## config.mk

```make
export PLATFORM = sky130hd
export DESIGN_NAME = demux_1to4_stream
export DESIGN_NICKNAME = d
export VERILOG_FILES = /design/src/rtl/demux_pkg.sv /design/src/rtl/stream_fifo2.sv /design/src/rtl/demux_1to4_stream.sv
export SDC_FILE = /design/constraint.sdc
export NUM_CORES = 1
export LEC_CHECK = 0
export CELL_PAD_IN_SITES_DETAIL_PLACEMENT = 1
export CELL_PAD_IN_SITES_GLOBAL_PLACEMENT = 1
export CORE_MARGIN = 10
export CORE_UTILIZATION = 45
export CTS_CLUSTER_SIZE = 10
export DETAILED_ROUTE_END_ITERATION = 12
export PLACE_DENSITY_LB_ADDON = 0.15
export SLEW_MARGIN = 30
export SYNTH_ARGS = -nofsm -noshare
export SYNTH_HDL_FRONTEND = slang
export SYNTH_HIERARCHICAL = 1
export SYNTH_SLANG_ARGS = --single-unit
```

## constraint.sdc

```tcl
create_clock -name clk -period 6.5 [get_ports clk]
set_clock_uncertainty 0.15 [all_clocks]
set_input_delay 1.3 -clock clk [delete_from_list [all_inputs] [get_ports clk]]
set_output_delay 1.3 -clock clk [all_outputs]
set_load 0.01 [all_outputs]
```

## src/rtl/demux_pkg.sv

```systemverilog
// Shared sizing for the 1-to-4 stream demux and its per-destination FIFOs.
// Pure constants: no logic, no latency, no backpressure of its own.
// Consumers import this package to keep selector and FIFO widths consistent.
package demux_pkg;

    localparam int DATA_W_DEF = 4;
    localparam int N_OUT      = 4;
    localparam int DEPTH_DEF  = 2;
    localparam int SEL_W      = $clog2(N_OUT);

endpackage

```

## src/rtl/stream_fifo2.sv

```systemverilog
// Small synchronous FIFO with a registered head output that holds its last value when drained.
// Latency: a push into an empty FIFO is visible on head/!empty one cycle later.
// Backpressure: push is ignored while full (even if popping that cycle); pop is ignored while empty.
module stream_fifo2
    import demux_pkg::*;
#(
    parameter int DATA_W = DATA_W_DEF,
    parameter int DEPTH  = DEPTH_DEF
) (
    input  logic              clk,
    input  logic              rst_n,
    input  logic              push,
    input  logic [DATA_W-1:0] din,
    input  logic              pop,
    output logic              full,
    output logic              empty,
    output logic [DATA_W-1:0] head
);

    localparam int PTR_W = $clog2(DEPTH);
    localparam int CNT_W = PTR_W + 1;
    localparam logic [PTR_W-1:0] LAST_PTR = PTR_W'(DEPTH - 1);
    localparam logic [CNT_W-1:0] FULL_CNT = CNT_W'(DEPTH);

    logic [DATA_W-1:0] mem     [DEPTH];
    logic [DATA_W-1:0] mem_nxt [DEPTH];
    logic [PTR_W-1:0]  wr_ptr, wr_ptr_nxt;
    logic [PTR_W-1:0]  rd_ptr, rd_ptr_nxt;
    logic [CNT_W-1:0]  count, count_nxt;
    logic [DATA_W-1:0] head_q;
    logic              do_push;
    logic              do_pop;

    assign full    = (count == FULL_CNT);
    assign empty   = (count == '0);
    assign do_push = push && !full;
    assign do_pop  = pop && !empty;
    assign head    = head_q;

    always_comb begin
        mem_nxt    = mem;
        wr_ptr_nxt = wr_ptr;
        rd_ptr_nxt = rd_ptr;
        count_nxt  = count;
        if (do_push) begin
            mem_nxt[wr_ptr] = din;
            wr_ptr_nxt      = (wr_ptr == LAST_PTR) ? '0 : wr_ptr + 1'b1;
        end
        if (do_pop) begin
            rd_ptr_nxt = (rd_ptr == LAST_PTR) ? '0 : rd_ptr + 1'b1;
        end
        case ({do_push, do_pop})
            2'b10:   count_nxt = count + 1'b1;
            2'b01:   count_nxt = count - 1'b1;
            default: count_nxt = count;
        endcase
    end

    // head is refreshed from the post-update state so it stays put when the FIFO drains
    always_ff @(posedge clk) begin
        if (!rst_n) begin
            wr_ptr <= '0;
            rd_ptr <= '0;
            count  <= '0;
            head_q <= '0;
            for (int k = 0; k < DEPTH; k++) begin
                mem[k] <= '0;
            end
        end else begin
            wr_ptr <= wr_ptr_nxt;
            rd_ptr <= rd_ptr_nxt;
            count  <= count_nxt;
            for (int k = 0; k < DEPTH; k++) begin
                mem[k] <= mem_nxt[k];
            end
            if (count_nxt != '0) begin
                head_q <= mem_nxt[rd_ptr_nxt];
            end
        end
    end

endmodule

```

## src/rtl/demux_1to4_stream.sv

```systemverilog
// Routes one upstream valid/ready stream to one of four buffered destinations chosen by s_sel.
// Latency: one cycle from acceptance to m_valid/m_data when the destination FIFO was empty.
// Backpressure: s_ready follows fullness of the FIFO addressed by s_sel; other destinations do not block.
module demux_1to4_stream
    import demux_pkg::*;
#(
    parameter int DATA_W = DATA_W_DEF,
    parameter int DEPTH  = DEPTH_DEF
) (
    input  logic              clk,
    input  logic              rst_n,
    input  logic              s_valid,
    output logic              s_ready,
    input  logic [SEL_W-1:0]  s_sel,
    input  logic [DATA_W-1:0] s_data,
    output logic [N_OUT-1:0]  m_valid,
    input  logic [N_OUT-1:0]  m_ready,
    output logic [DATA_W-1:0] m_data0,
    output logic [DATA_W-1:0] m_data1,
    output logic [DATA_W-1:0] m_data2,
    output logic [DATA_W-1:0] m_data3,
    output logic              busy
);

    logic [N_OUT-1:0]  fifo_full;
    logic [N_OUT-1:0]  fifo_empty;
    logic [N_OUT-1:0]  fifo_push;
    logic [N_OUT-1:0]  fifo_pop;
    logic [DATA_W-1:0] fifo_head [N_OUT];

    assign s_ready = !fifo_full[s_sel];

    always_comb begin
        fifo_push = '0;
        if (s_valid && !fifo_full[s_sel]) begin
            fifo_push[s_sel] = 1'b1;
        end
    end

    assign m_valid  = ~fifo_empty;
    assign fifo_pop = m_valid & m_ready;
    assign busy     = |m_valid;

    for (genvar i = 0; i < N_OUT; i++) begin : g_dest
        stream_fifo2 #(
            .DATA_W (DATA_W),
            .DEPTH  (DEPTH)
        ) u_fifo (
            .clk   (clk),
            .rst_n (rst_n),
            .push  (fifo_push[i]),
            .din   (s_data),
            .pop   (fifo_pop[i]),
            .full  (fifo_full[i]),
            .empty (fifo_empty[i]),
            .head  (fifo_head[i])
        );
    end

    assign m_data0 = fifo_head[0];
    assign m_data1 = fifo_head[1];
    assign m_data2 = fifo_head[2];
    assign m_data3 = fifo_head[3];

endmodule

```

Word-level counts from Yosys, hierarchy flattened. Cells that the tools add are included.

Bits in registers: 64. Input port bits: 13. Output and inout port bits: 22. Logic and storage cells: 157.

$add $sub $neg: 16. Magnitude comparators: 14. Equal/unequal tests: 12. Mux-type cells: 49. Bitwise operators: 10. Reduce and logical (&&, ||, !) cells: 32.

Operator list (number): 4-bit 2-to-1 mux (17); 8-bit bitwise mux (4); 8-bit 2-to-1 mux (4); 4-bit demux with 1-bit select (4); 2-bit equality test, second input constant (8); 2-bit >= comparator, second input constant (8); 1-bit NOT with 2-bit output (8); 2-bit case mux with 2 select lines (4); 1-bit logical AND (14); 1-bit 2-to-1 mux (14); 1-bit logical NOT (9); 1-bit adder, second input constant (8); 2-bit by 1-bit adder with 2-bit output, second input constant (4); 2-bit by 1-bit equality test with 1-bit output, second input constant (4); 2-bit logical NOT (4); 2-bit by 1-bit < comparator with 1-bit output, second input constant (4); 2-bit nonzero test (4); 2-bit by 1-bit subtractor with 2-bit output, second input constant (4); 4-bit bitwise AND (1); 4-bit NOT (1); 4-bit OR reduction (1); 2-bit by 3-bit < comparator with 1-bit output, second input constant (1); 1-bit binary-select mux with 2-bit select (1); 1-bit demux with 2-bit select (1); 2-bit by 1-bit >= comparator with 1-bit output, second input constant (1).

Logic depth before layout (Yosys ltp). Gate-level depths: netlist (run 1).

Depth after elaboration: 11. Gate-level depth with buffers: 10. Gate-level depth less buffers: 9.

Hierarchy. The synthesis (run 1) kept the hierarchy.

Modules (own cells, without submodules): stream_fifo2 (instances 4, cells an instance 86, area an instance 784.5 sq um, sequential area each 320.3 sq um); demux_1to4_stream (instances 1, cells an instance 16, area an instance 107.6 sq um, sequential area each 0.0 sq um).

Least setup slack after synthesis (run 1). Ideal clock, no wire load.

Path type: input -> output. Start: in s_sel[0]. End: out s_ready. Arrival time: 1.861 ns. Data required time: 5.050 ns. Setup slack: 3.189 ns. Stages on the path: 2. Path buffers: 0. Cell sequence: mux4_2 -> inv_1.

Longest elaborated chain between the ends: 3.

Ends and longest elaborated chain: from (decl) (RTL line demux_1to4_stream.sv:14) `input logic [SEL_W-1:0] s_sel,`; 1-bit binary-select mux with 2-bit select (RTL line demux_1to4_stream.sv:31) `assign s_ready = !fifo_full[s_sel];`; 1-bit 2-to-1 mux (implied by the code) (RTL line demux_1to4_stream.sv:31); 1-bit logical NOT (RTL line demux_1to4_stream.sv:31); to (decl) (RTL line demux_1to4_stream.sv:13) `output logic s_ready,`.

No other way between the ends. The select of a mux whose other input is x is not followed.

Worst setup path in the final report (run 1). Ends and elaborated chain as after synthesis.

==> results of run 1 <==
stage by stage:
stage / utilization / setup slack (ps) / instance area, µm² / hold WS, ps
after floorplan: - / 3189 / 3246 / 293.8
after global placement: 0.5290 / 2023 / 3654 / 304.2
after detailed placement: 0.5290 / 2005 / 3654 / 314.9
after CTS: 0.5578 / 2005 / 3852 / 323.0
after global routing: 0.5578 / 1957 / 3852 / 345.2
final: 0.5578 / 2011 / 3852 / 319.2
layer usage:
metal | share of wire | wire [µm]
met1 | 0.46 | 3950
met2 | 0.50 | 4221
met3 | 0.031 | 264
met4 | 0.010 | 89
met5 | 0 | 0
area by class of cell:
class | instances | share of cell area
Sequential cell | 64 | 0.3326
Clock inverter | 3 | 0.01039
Multi-Input combinational cell | 271 | 0.4829
Clock buffer | 13 | 0.04125
Timing Repair Buffer | 35 | 0.08899
Inverter | 13 | 0.01267
Tap cell | 96 | 0.03118
power by group:
group / total (mW) / leakage (nW) / switching (mW) / internal (mW)
combinational: 0.0935 / 0.847 / 0.0504 / 0.0431
sequential: 0.410 / 0.518 / 0.00731 / 0.402
clock: 0.350 / 0.103 / 0.152 / 0.197
cells in the final DEF (no fill, tap or decap), drive strengths merged, types with 12 or more instances in the layout:
cell,count
and3,16
and2,24
a211oi,28
nor2b,32
nand2,13
nand4,17
o31ai,16
dfxtp,64
o21a,16
a21boi,28
inv,13
a21oi,16
clkdlybuf4s50,33
o21ai,12
clkbuf,13
how the worst max path moves through the flow:
| stage | depth (start not counted) | slack (ps) | to | start |
|---|---|---|---|---|
| final | 4 | 2010 | s_ready | s_sel[0] |
| after global routing | 4 | 1960 | s_ready | s_sel[0] |
| after CTS | 4 | 2010 | s_ready | s_sel[0] |
| after detailed placement | 4 | 2010 | s_ready | s_sel[0] |
| after global placement | 4 | 2020 | s_ready | s_sel[0] |
| after floorplan | 2 | 3190 | s_ready | s_sel[0] |
cells by family after synthesis:
group / count (synthesis) / synth area share
simple gates: 130 / 0.2486
compound gates: 124 / 0.2699
flops: 64 / 0.3948
buf+inv: 25 / 0.03200
xor+xnor: 12 / 0.03238
fa+ha+maj: 4 / 0.01542
mux: 1 / 0.006939
critical path: stages:
cell             delay, ps
clkdlybuf4s50_1        550
mux4_2                 530
inv_1                  110
clkdlybuf4s50_1        550
state kept, by name, indices dropped and copies added, names as in the netlist:
signal                count
g_dest.u_fifo/count       8
g_dest.u_fifo/head       16
g_dest.u_fifo/mem        32
g_dest.u_fifo/rd_ptr      4
g_dest.u_fifo/wr_ptr      4
==> impl_results.md, run 1 <==
- Postcts setup bufs: 0
- Area occupied by multi-input gates: 1861 µm²
- H-tree depth: 3
- Vias: 2810
- I/O pin cnt: 35
- Dominant cells by area after synthesis: dfxtp_1 (39%), a211oi_1 (6.5%), a21boi_1 (5.6%)
- WL/cell: 17.22 µm
- Die ar.: 11010 µm²
- R2R Setup Slk: 3040 ps
- Share of cells above drive strength 1: 0.05263
- R2r worst-path depth: 9
- Worst vdd ir: 0.1425 mV
- Async SR Flop Fraction: 0
- Synth-to-layout area growth: 18.70%
- Netlist Area Pre-Place: 3246 µm²
- RSZ-0062 raised after global routing: false
- Crit Path Class: input pin to output port
- Post-synth top area share: 0.3948
- Post-synth EDFFs: 0
- Die W: 104.9 µm
- GRT overflow: 0
- Tmin final: 4489 ps
- Max clock buf depth: 2
- Initial antenna violation count: 0
- GR Layer Usage met2: 0.2656
- Max_slew headroom: 0.5354
- Clk Latency, worst-skew pair: 340 ps
- Synthesized net count: 377
- IO buf count: 34
- Hold Fails Final Rpt: 0
- Worst Setup End Kind: output port
- Top_reg_cell synth: dfxtp_1
- DRC viols: 0
- Mean Syn Cell Area: 9.016 µm²
- Chip height: 104.9 µm
- Worst flop-to-flop path startpoint: g_dest[0].u_fifo/count[0]
- DRT antenna net count: 0
- Fmax: 222.8 MHz
- Yosys reg bits: 64
- Placed cell count: 479
- Vias per std cell: 5.677
- Mapped Cells: 360
- Met3 usage: 0.03071
- Top-count cell post-synth: dfxtp_1
- Cts repair resizes: 0
- Ant diodes: 0
- CTS buffer count: 9
- Final TNS setup: 0 ps
- Worst r2r dst: g_dest[0].u_fifo/head[0]
- Warning count from the yosys run: 6
- Met1 Track Usage GR: 0.1866
- Critical-path maximum fanout: 5
- Core area: 6907 µm²
- Synth area leader: dfxtp_1
- Worst hold stages: 2
- Global routing's busiest layer: met2
- Register area: 1281 µm²
- First-pass iteration count of the detailed router: 4
- WP data arrival: 3040 ps
- Row count: 30
- Number of global-route vias before repair: 2976
- Starting DRC count in detailed routing: 90
- Root buffer cell: clkbuf_8
- Final Max Tran Viols: 0
- Clk sinks: 64
- CTS tree: built
- First-pass GRT wire length: 14300 µm
- Startpoint of the worst hold path: g_dest[2].u_fifo/wr_ptr
- Post-synth cell types: 31
- Pleak: 1.469 nW
- Critical path launch point type: input pin
- Routed wire length: 8526 µm
- Cts hold-fix bufs: 0
- Seq/Total Area, Yosys: 0.3948
- Finished Layout Cells: 495
- Pwr per Cell Area: 221.3 nW/µm²
- Final setup fails: 0
- Fin crit share: 0.6906
- Fill count: 813
- Routability cong.: 0.7871
- GRT Total Usage: 0.1560
- Slew @ Worst Pin: 687.2 ps
- Total Power: 852.7 µW
- CP required: 5050 ps
- Reg clk slew, reported paths: 70 ps
- Synth cell count leaders: dfxtp_1 (64), a211oi_1 (28), nor2b_1 (28)
- Largest net degree at the start of global routing: 41
- Worst min-delay path class: register to register
- HPWL after detailed placement: 6168 µm
- Final net count: 411
- Max_cap viols: 0
- Initial core utilization: 0.4699
- Status: finished clean
- WHS Endpoint: g_dest[2].u_fifo/wr_ptr
(Power assumes the default switching activity.)
==> inputs of run 2 (changes only) <==
CORE_UTILIZATION = 39   (was 45)
clock period = 3.7 ns   (was 6.5 ns; I/O delays follow)
==> impl_results.md, run 2 (synthesized netlist as in run 1, its figures left out) <==
- Status: finished clean
- Final Max Tran Viols: 0
- Final net count: 415
- WP data arrival: 2450 ps
- Post-DP Area: 3695 µm²
- Wire length on met3: 359 µm
- Largest stage delay, worst path: 530 ps
- GRT overflow: 0
- Most common cell after layout, fill and taps aside: dfxtp_1
- Area occupied by multi-input gates: 1861 µm²
- Synth-to-layout area growth: 19.16%
- Max_slew headroom: 0.6101
- Die ar.: 12370 µm²
- Share of cells above drive strength 1: 0.06219
- Combinational share of power: 0.116
- Crit path capture: s_ready
- Ant diodes: 0
- Largest net degree at the start of global routing: 28
- Die W: 111.2 µm
- Hold WS: 318.2 ps
- Fmax: 299.0 MHz
- Max clock buf depth: 2
- DRT antenna net count: 0
- Hold Fails Final Rpt: 0
- Max layer used: met4
- R2R Setup Slk: 440 ps
- Reg with most FFs: g_dest.u_fifo/mem
- HPWL after detailed placement: 6181 µm
- Fill count: 966
- Worst flop-to-flop path startpoint: g_dest[0].u_fifo/count[0]
- M1 WL: 3874 µm
- Chip height: 111.2 µm
- Clk Latency, worst-skew pair: 340 ps
- R2r worst-path depth: 10
- Pwr per Cell Area: 368.1 nW/µm²
- Number of global-route vias before repair: 2858
- Commonest non-fill, non-tap cells in the layout: dfxtp_1 (64), clkdlybuf4s50_1 (33), nor2b_1 (28), a211oi_1 (28)
- Fin crit share: 0.9039
- GRT Total Usage: 0.1360
- Crit Path Class: register to output port
- Reg clk slew, reported paths: 70 ps
- First-pass iteration count of the detailed router: 4
- Worst vdd ir: 0.2029 mV
- Vias: 2781
- Internal power: 1.058 mW
- WL/cell: 16.64 µm
- Total Power: 1.424 mW
- Sw Share: 0.2565
- Root buffer cell: clkbuf_8
- CTS tree: built
- Final setup fails: 0
- Worst r2r dst: g_dest[0].u_fifo/head[2]
- RSZ-0062 raised after global routing: false
- Routed wire length: 8434 µm
- Clock power frac: 0.378
- Wire length on met2: 4130 µm
- Placed cell count: 492
- Tmin final: 3344 ps
- CP startpoint: g_dest[0].u_fifo/count[0]
- Worst min-delay path class: register to register
- Cts hold-fix bufs: 0
- Slowest-stage cell, CP: clkdlybuf4s50_1
- Pleak: 1.473 nW
- Critical path launch point type: register
- Row count: 33
- Final Util: 0.4731
- Cts repair resizes: 0
- Critical-path maximum fanout: 13
- Max_cap viols: 0
- H-tree depth: 3
- Routability cong.: 0.7347
- Psw: 365.2 µW
- I/O pin cnt: 35
- Initial antenna violation count: 0
- Initial core utilization: 0.3970
- Worst path most repeated cell: inv_1
- Critical path cell sequence: nand2b_1, inv_1, mux4_2, inv_1, clkdlybuf4s50_1
- Pre-CTS WS: 171.8 ps
- CTS buffer count: 9
- Slew @ Worst Pin: 583.0 ps
- Starting DRC count in detailed routing: 52
- DRC viols: 0
- Postcts setup bufs: 0
- Final TNS setup: 0 ps
- Vias per std cell: 5.485
- Post-route cell area: 3867 µm²
- Finished Layout Cells: 507
- Sequential Power Share: 0.506
- Worst Setup End Kind: output port
- CP required: 2810 ps
- Clk sinks: 64
- First-pass GRT wire length: 14120 µm
- IO buf count: 34
- Max reg flops: 32
- Register area: 1281 µm²
- Setup ws final: 355.5 ps
- Core area: 8175 µm²
- Worst hold stages: 2
run 2: area by class of cell:
type | count | area share
Multi-Input combinational cell | 271 | 0.4811
Clock buffer | 12 | 0.04012
Inverter | 13 | 0.01262
Clock inverter | 3 | 0.004529
Timing Repair Buffer | 39 | 0.09641
Tap cell | 105 | 0.03397
Sequential cell | 64 | 0.3313
run 2: how the worst min path moves through the flow:
stage,start,end
3_5_place_dp,g_dest[2].u_fifo/wr_ptr,g_dest[2].u_fifo/wr_ptr
6_report,g_dest[3].u_fifo/wr_ptr,g_dest[3].u_fifo/wr_ptr
5_1_grt,g_dest[2].u_fifo/wr_ptr,g_dest[2].u_fifo/wr_ptr
2_1_floorplan,g_dest[0].u_fifo/wr_ptr,g_dest[0].u_fifo/wr_ptr
3_3_place_gp,g_dest[0].u_fifo/wr_ptr,g_dest[0].u_fifo/wr_ptr
4_1_cts,g_dest[2].u_fifo/wr_ptr,g_dest[2].u_fifo/wr_ptr
run 2: worst max-delay path: cells and delay by family (launching register included):
kind	cells	cell delay, ps
buffers and inverters	3	730
flip-flops	1	480
multiplexers	1	480
AND/OR/NAND/NOR	1	430
run 2: power groups by stage:
stage / clock network, mW / registers, mW / logic, mW
2_1_floorplan: 0 / 0.735 / 0.0928
3_3_place_gp: 0 / 0.735 / 0.164
3_5_place_dp: 0 / 0.736 / 0.167
4_1_cts: 0.557 / 0.720 / 0.168
5_1_grt: 0.586 / 0.722 / 0.184
6_report: 0.538 / 0.720 / 0.166
run 2: layer usage:
metal,up-vias,global-route usage
met5,-,0
met4,0,0.04884
met3,7,0.03626
met2,34,0.2313
met1,1340,0.1595
li1,1400,-
==> inputs of run 3 (changes only) <==
HOLD_SLACK_MARGIN = 0.1   (was unset)
==> results of run 3 <==
Final layout, timing and power as in run 2 (identical DEF).
